File: src/rtl/simon_seq_player.sv
// simon_seq_player
// Sequence generator and playback stage for the Simon Says game.
// Holds the current level and a 16-bit LFSR seed. On each playback it
// regenerates the colour sequence from that seed and shows it on a one-hot
// LED bus: ON_CYCLES lit cycles, then OFF_CYCLES dark cycles per element.
// Optional build macro: SIMON_FIXED_SEED_EN. When it is defined, every new
// game uses the fixed SEED, so the sequence is deterministic.
module simon_seq_player #(
    parameter int          MAX_LEN    = 16,
    parameter int          ON_CYCLES  = 8,
    parameter int          OFF_CYCLES = 4,
    parameter logic [15:0] SEED       = 16'hACE1
) (
    input  logic                         clk,
    input  logic                         rst_n,
    input  logic                         start,
    input  logic                         play,
    input  logic                         advance,
    output logic [3:0]                   led,
    output logic [1:0]                   seq_color,
    output logic [$clog2(MAX_LEN+1)-1:0] level,
    output logic                         busy,
    output logic                         done,
    output logic                         full
);

    localparam int LW     = $clog2(MAX_LEN + 1);
    localparam int TMAX   = (ON_CYCLES > OFF_CYCLES) ? ON_CYCLES : OFF_CYCLES;
    localparam int TW     = $clog2(TMAX + 1);

    localparam logic [LW-1:0] LVL_ZERO = '0;
    localparam logic [LW-1:0] LVL_ONE  = LW'(1);
    localparam logic [LW-1:0] LVL_MAX  = LW'(MAX_LEN);
    localparam logic [TW-1:0] ON_LAST  = TW'(ON_CYCLES - 1);
    localparam logic [TW-1:0] OFF_LAST = TW'(OFF_CYCLES - 1);
    localparam logic [TW-1:0] TMR_ONE  = TW'(1);

    typedef enum logic [1:0] {
        S_IDLE,
        S_LOAD,
        S_ON,
        S_OFF
    } state_t;

    state_t          state_reg;
    logic [15:0]     free_s_reg;
    logic [15:0]     seed_reg;
    logic [15:0]     play_s_reg;
    logic [LW-1:0]   level_reg;
    logic [LW-1:0]   idx_reg;
    logic [TW-1:0]   timer_reg;
    logic            start_q_reg;
    logic [3:0]      led_reg;
    logic [1:0]      color_reg;
    logic            busy_reg;
    logic            done_reg;
    logic            full_reg;

    logic            rise;
    logic [15:0]     seed_src;
    logic [15:0]     play_step;
    logic [LW-1:0]   level_inc;
    logic [3:0]      load_onehot;
    logic [3:0]      next_onehot;

    // One LFSR step: taps 16,14,13,11, shifting left
    function automatic logic [15:0] lfsr_step(input logic [15:0] s);
        return {s[14:0], s[15] ^ s[13] ^ s[12] ^ s[10]};
    endfunction

    assign rise      = start & ~start_q_reg;
    assign play_step = lfsr_step(play_s_reg);
    assign level_inc = level_reg + LVL_ONE;

`ifdef SIMON_FIXED_SEED_EN
    assign seed_src = SEED;
`else
    assign seed_src = free_s_reg;
`endif

    // One-hot colour decode for the first element (from the seed) and for the next element
    genvar gi;
    generate
        for (gi = 0; gi < 4; gi++) begin : g_onehot
            assign load_onehot[gi] = (seed_reg[1:0] == 2'(gi));
            assign next_onehot[gi] = (play_step[1:0] == 2'(gi));
        end
    endgenerate

    // Free-running LFSR; its value at a start edge becomes the game seed
    always_ff @(posedge clk or negedge rst_n) begin
        if (!rst_n) begin
            free_s_reg <= SEED;
        end else begin
            free_s_reg <= lfsr_step(free_s_reg);
        end
    end

    // Game/playback FSM with registered outputs
    always_ff @(posedge clk or negedge rst_n) begin
        if (!rst_n) begin
            state_reg   <= S_IDLE;
            seed_reg    <= SEED;
            play_s_reg  <= '0;
            level_reg   <= LVL_ZERO;
            idx_reg     <= LVL_ZERO;
            timer_reg   <= '0;
            start_q_reg <= 1'b0;
            led_reg     <= 4'b0000;
            color_reg   <= 2'b00;
            busy_reg    <= 1'b0;
            done_reg    <= 1'b0;
            full_reg    <= 1'b0;
        end else begin
            start_q_reg <= start;
            done_reg    <= 1'b0;
            if (rise) begin
                // A new game aborts whatever is running; no done pulse
                seed_reg  <= seed_src;
                level_reg <= LVL_ONE;
                full_reg  <= (LVL_ONE == LVL_MAX);
                led_reg   <= 4'b0000;
                busy_reg  <= 1'b1;
                state_reg <= S_LOAD;
            end else begin
                case (state_reg)
                    S_IDLE: begin
                        if (play) begin
                            if (level_reg != LVL_ZERO) begin
                                busy_reg  <= 1'b1;
                                state_reg <= S_LOAD;
                            end
                        end else if (advance) begin
                            if (level_reg != LVL_MAX) begin
                                level_reg <= level_inc;
                                full_reg  <= (level_inc == LVL_MAX);
                            end
                        end
                    end
                    S_LOAD: begin
                        // Light the first element on the LOAD->ON edge
                        play_s_reg <= seed_reg;
                        idx_reg    <= LVL_ZERO;
                        timer_reg  <= '0;
                        led_reg    <= load_onehot;
                        color_reg  <= seed_reg[1:0];
                        state_reg  <= S_ON;
                    end
                    S_ON: begin
                        if (timer_reg == ON_LAST) begin
                            timer_reg <= '0;
                            led_reg   <= 4'b0000;
                            state_reg <= S_OFF;
                        end else begin
                            timer_reg <= timer_reg + TMR_ONE;
                        end
                    end
                    S_OFF: begin
                        if (timer_reg == OFF_LAST) begin
                            timer_reg <= '0;
                            if (idx_reg == level_reg - LVL_ONE) begin
                                busy_reg  <= 1'b0;
                                done_reg  <= 1'b1;
                                state_reg <= S_IDLE;
                            end else begin
                                idx_reg    <= idx_reg + LVL_ONE;
                                play_s_reg <= play_step;
                                led_reg    <= next_onehot;
                                color_reg  <= play_step[1:0];
                                state_reg  <= S_ON;
                            end
                        end else begin
                            timer_reg <= timer_reg + TMR_ONE;
                        end
                    end
                    default: begin
                        led_reg   <= 4'b0000;
                        busy_reg  <= 1'b0;
                        state_reg <= S_IDLE;
                    end
                endcase
            end
        end
    end

    assign led       = led_reg;
    assign seq_color = color_reg;
    assign level     = level_reg;
    assign busy      = busy_reg;
    assign done      = done_reg;
    assign full      = full_reg;

endmodule

File: config.mk
export PLATFORM = sky130hd
export DESIGN_NAME = simon_seq_player
export DESIGN_NICKNAME = d
export VERILOG_FILES = /design/src/rtl/simon_seq_player.sv
export SDC_FILE = /design/constraint.sdc
export NUM_CORES = 1
export LEC_CHECK = 0
export ABC_AREA = 1
export BUFFER_PORTS_ARGS = -buffer_cell sky130_fd_sc_hd__buf_2
export CORE_ASPECT_RATIO = 1.5
export CORE_MARGIN = 3
export CORE_UTILIZATION = 65
export CTS_BUF_LIST = sky130_fd_sc_hd__clkbuf_8
export DETAILED_ROUTE_END_ITERATION = 6
export PLACE_DENSITY_LB_ADDON = 0.2
export SLEW_MARGIN = 5
export SYNTH_ARGS = -nofsm -noshare
export SYNTH_HDL_FRONTEND = slang
export SYNTH_SLANG_ARGS = --single-unit
File: constraint.sdc
create_clock -name clk -period 3 [get_ports clk]
set_input_delay 0.75 -clock clk [delete_from_list [all_inputs] [get_ports clk]]
set_output_delay 0.75 -clock clk [all_outputs]
set_load 0.005 [all_outputs]
; Word-level counts from Yosys, hierarchy flattened
; Index checks and enable logic that the tools add are counted.
[op_classes]
add_sub_neg = 4
n_mul = 0
div = 0
order_cmp = 0
n_eq_ne = 23
shifts = 0
n_mux = 44
bitwise = 9
n_reduce_logical = 17
[op_table]
columns = operator, n
row1 = two-way mux 5 bit, 7
row2 = two-way mux 16 bit, 2
row3 = case mux 16 bit (2 select lines), 1
row4 = two-way mux 4 bit, 6
row5 = case mux 4 bit (3 select lines), 2
row6 = "!= test 3 bit, second input constant", 6
row7 = two-way mux 2 bit, 8
row8 = AND reduction 4 bit, 4
row9 = two-way mux 1 bit, 14
row10 = "== test 2 bit, second input constant", 6
row11 = "adder 5 x 1 -> 5 bit, second input constant", 2
row12 = case mux 5 bit (2 select lines), 1
row13 = case mux 2 bit (4 select lines), 1
row14 = nonzero test 2 bit, 4
row15 = "== test 2 x 1 -> 1 bit, second input constant", 3
row16 = zero test 2 bit, 3
row17 = nonzero test 3 bit, 2
row18 = XOR 1 bit, 6
row19 = == test 5 bit, 1
row20 = "== test 5 bit, second input constant", 1
row21 = "!= test 5 bit, second input constant", 1
row22 = AND reduction 5 bit, 1
row23 = nonzero test 5 bit, 1
row24 = "subtractor 5 x 1 -> 5 bit, second input constant", 1
row25 = other kinds (11), 13
[word_totals]
ff_bits = 74
latchBits = 0
ram_bits = 0
romBits = 0
output_inout_bits = 14
wordCells = 110
mem_count = 0

; Longest topological paths before layout
[logic_depth]
ltp_word = 8
depth_mapped = 12
mapped_depth_nobuf = 12

; Worst setup path after synthesis
; OpenSTA, ideal clock, no wires.
[synth_path]
path_kind = register -> register
startpoint = register level_reg[0] (netlist: level[0])
endpoint = register play_s_reg[0]
setup_ns = 0.119
arrival_time_ns = 1.673
path_slack_ns = 1.208
path_stages_with_launch = 12
path_buffers = 1
synth_period_minus_slack_ns = 1.792
path_cell_list = dfrtp_1 > inv_1 > ha_1 > nand2_1 > inv_1 > nor2_1 > nand3_2 > nor2_4 > nand3_4 > nand2_4 > buf_8 > o21ai_2
[synth_via]
elab_chain_cells = 4
[synth_rtl]
columns = item, line
row1 = from (decl), 49  ; logic [LW-1:0] level_reg;
row2 = from (signal assigned), 135  ; level_reg <= level_inc;
row3 = subtractor 5 x 1 -> 5 bit, 161  ; if (idx_reg == level_reg - LVL_ONE) begin
row4 = == test 5 bit, 161
row5 = != test 2 bit (no line), -
row6 = AND reduction 4 bit (no line), -
row7 = to (signal assigned), 142  ; play_s_reg <= seed_reg;
row8 = to (signal assigned), 167  ; play_s_reg <= play_step;
row9 = to (decl), 48  ; logic [15:0] play_s_reg;
; No other way between the ends.
; A chain may end at the register's enable or synchronous reset.

; Final worst setup path
[layout_path]
startpoint = register level_reg[0] (netlist: level[0])
endpoint = register idx_reg[4]
[layout_via]
elab_chain_cells = 4
[layout_rtl]
columns = item, line
row1 = subtractor 5 x 1 -> 5 bit, 161
row2 = == test 5 bit, 161
row3 = != test 2 bit (no line), -
row4 = AND reduction 4 bit (no line), -
row5 = to (signal assigned), 166  ; idx_reg <= idx_reg + LVL_ONE;
row6 = to (decl), 50  ; logic [LW-1:0] idx_reg;
; No other way between the ends.

==> results.cfg <==
[outcome]
status = complete, no violations

[synthesis]
synth-seq-cells = 72
syn_nets = 415
synth_enable_flop_cells = 0
synthCells = 405
syn_area_sq_um = 3430
synth_flop_cell = dfrtp_1
ys_warn_count = 0
yosys-top-cells-area = dfrtp_1 (41%), nand2_1 (19%), dfstp_2 (12%), nand3_1 (6.1%), inv_1 (2.6%)
synth_top_cell_by_area = dfrtp_1
syn_avg_cell_area_sq_um = 8.48
synth_async_sr_flop_share_pct = 100
synth_top_cell_area_share_pct = 40.8
synth_cell_types = 32
synth-seq-area-share_pct = 53.0

[cts]
htreeDepth = 3
path_clk_slew_ns = 0.07
clk-insertion-delay-late_ns = 0.34
cts-root-buf = clkbuf_8
hold_buffers = 0
clockBufferDepth = 2
cts_sinks = 72
cts_made_buffers = 9
ctsResizeCount = 0
cts_tree = done
postCtsSetupBuffers = 0

[timing]
tightest_slew_ns = 0.893
finalHoldViolCount = 0
timing.final.max_slew_violations = 0
slew_headroom_pct = 40.5
skew_ns = 0.0111
min_period_ns = 2.17
timing.fmax_mhz = 460
rsz0062_at_grt = false
finalSetupViolCount = 0
setup_tns_ns = 0
fin_crit_sh_pct = 72.4

[power_and_ir_drop]
internal-power_mw = 1.80
p_per_area_nw_per_um2 = 786
p_sw_share_pct = 38.7
power_frac_seq_pct = 41.4
clockPowerShare_pct = 24.4
power.leakage_nw = 1.96
switching_power_mw = 1.14
p_comb_share_pct = 34.2
vdd_drop_max_mv = 0.406

[routing]
wire_per_inst_um = 13.1
vias = 2570
routed_wl_um = 6460
drtIter0Drc = 187
via_per_inst = 5.19
postRouteAntennaNets = 0
dr.pass1.iters = 6
remaining_drc_errors = 0

[setup_path]
worstPathMaxFanout = 28
critical_path_required_ns = 3.21
crit_start = level[0]$_DFFE_PN0P_
reg2reg_slack_ns = 0.83
rr_worst_depth = 10
r2r_start = level[0]$_DFFE_PN0P_
arrival_ns = 2.38
start_kind = flip-flop
path_class = reg -> reg
setup.worst_path.end = idx_reg[4]$_DFFE_PN0P_
reg2reg_to = idx_reg[4]$_DFFE_PN0P_
cp-end-kind = flip-flop

[grt]
grt_overflow_total = 0
grt_usage_pct = 23.5
grt_pass1_wl_um = 11200
grt_max_degree = 73
antenna_found_initial = 0
grt_pass1_vias = 2473

[placed_design]
io_buffers = 18
dp_hpwl_um = 4380
place.gp.congestion = 0.764
dpl-instance-area_sq_um = 3550

[die]
ios = 19
dieArea_sq_um = 6210
start_util_pct = 69.2
coreArea_sq_um = 4960
row_count = 31
die_w_um = 65.4
die_h_um = 95.0

[final_layout]
area_growth_pct = 9.00
drive_gt1_share_pct = 18.4
fin_nets = 434
stdcell_area_sq_um = 3740
fillers = 385
num_antenna_cells = 0

[hold_path]
worstHoldPathType = reg -> reg

[flow_run]
cap_violations = 0
how the worst min path moves through the flow:
stage                       startpoint                 endpoint  slack, ns  cells past startpoint
6_report       free_s_reg[6]$_DFF_PN1_  free_s_reg[7]$_DFF_PN1_       0.37                      0
3_3_place_gp   free_s_reg[6]$_DFF_PN1_  free_s_reg[7]$_DFF_PN1_       0.36                      0
4_1_cts        free_s_reg[6]$_DFF_PN1_  free_s_reg[7]$_DFF_PN1_       0.37                      0
2_1_floorplan  free_s_reg[5]$_DFF_PN1_  free_s_reg[6]$_DFF_PN1_       0.35                      0
5_1_grt        free_s_reg[5]$_DFF_PN1_  free_s_reg[6]$_DFF_PN1_       0.37                      0
3_5_place_dp   free_s_reg[6]$_DFF_PN1_  free_s_reg[7]$_DFF_PN1_       0.36                      0
per-layer routing:
layer / global-route usage, % / vias up / routed length (um)
li1: - / 1320 / -
met1: 29.8 / 1204 / 2810
met2: 38.8 / 36 / 3330
met3: 4.25 / 10 / 193
met4: 11.6 / 0 / 138
met5: 0 / - / 0
cells by family (layout without fill, tap and decap cells):
family / after synthesis / in the layout / share of synthesized area [%]
AO/OA/AOI/OAI: 28 / 28 / 5.50
AND/OR/NAND/NOR: 247 / 247 / 31.1
flip-flops: 72 / 72 / 53.0
buffers and inverters: 42 / 66 / 5.76
XOR/XNOR: 11 / 11 / 2.81
adder cells (fa/ha/maj): 5 / 5 / 1.82
worst max-delay path, cell delays in order, from the launching register on:
cell	delay [ns]
dfrtp_1	0.47
inv_1	0.11
ha_1	0.34
nand2_1	0.09
inv_1	0.04
nor2_1	0.10
nand3_2	0.11
nor2_4	0.13
nand3_4	0.19
nand2_4	0.33
o21ai_0	0.12
cell type report:
type	instances	area, sq um	share of cell area (%)
flip-flops and latches	72	1820	48.7
multi-input cells	291	1420	37.8
clock buffers	13	179	4.78
repair buffers	23	128	3.41
inverters	27	101	2.71
well taps	66	82.6	2.21
clock inverters	3	16.3	0.434
power by group through the flow:
stage | Sequential, mW | Combinational [mW] | Clock (mW)
6_report | 1.22 | 1.01 | 0.719
5_1_grt | 1.23 | 1.14 | 0.780
4_1_cts | 1.22 | 1.02 | 0.740
3_5_place_dp | 1.23 | 1.00 | 0
3_3_place_gp | 1.23 | 0.968 | 0
2_1_floorplan | 1.19 | 0.837 | 0
cell usage after synthesis, types with 4 or more instances:
| cell type | number |
|---|---|
| nand3_1 | 42 |
| nand2_1 | 171 |
| buf_2 | 5 |
| xor2_1 | 6 |
| nand2_2 | 4 |
| dfstp_2 | 16 |
| xnor2_1 | 5 |
| clkbuf_1 | 5 |
| inv_1 | 24 |
| o21ai_0 | 10 |
| nor2_1 | 17 |
| dfrtp_1 | 56 |
| a21oi_1 | 5 |
| ha_1 | 5 |
| o21ai_2 | 7 |
metrics by stage:
step	utilization [%]	std cells	hold WS, ns	total power [mW]	worst slack, ns
after floorplan	-	405	0.354	2.03	1.21
after global placement	71.5	479	0.360	2.19	0.939
after detailed placement	71.5	479	0.360	2.23	0.863
after CTS	75.4	495	0.370	2.97	0.814
after global routing	75.4	495	0.372	3.15	0.592
final	75.4	495	0.369	2.94	0.827
layout by cell type, fill, tap and decap left out, drive strengths merged, types with 5 or more instances in the layout:
master	Yosys	routed
a21oi	5	5
buf	10	23
clkbuf	5	13
dfrtp	56	56
dfstp	16	16
ha	5	5
inv	27	28
nand2	177	177
nand3	45	45
nor2	21	21
o21ai	18	18
xnor2	5	5
xor2	6	6
Note: power is estimated with default switching activity, not from simulation.
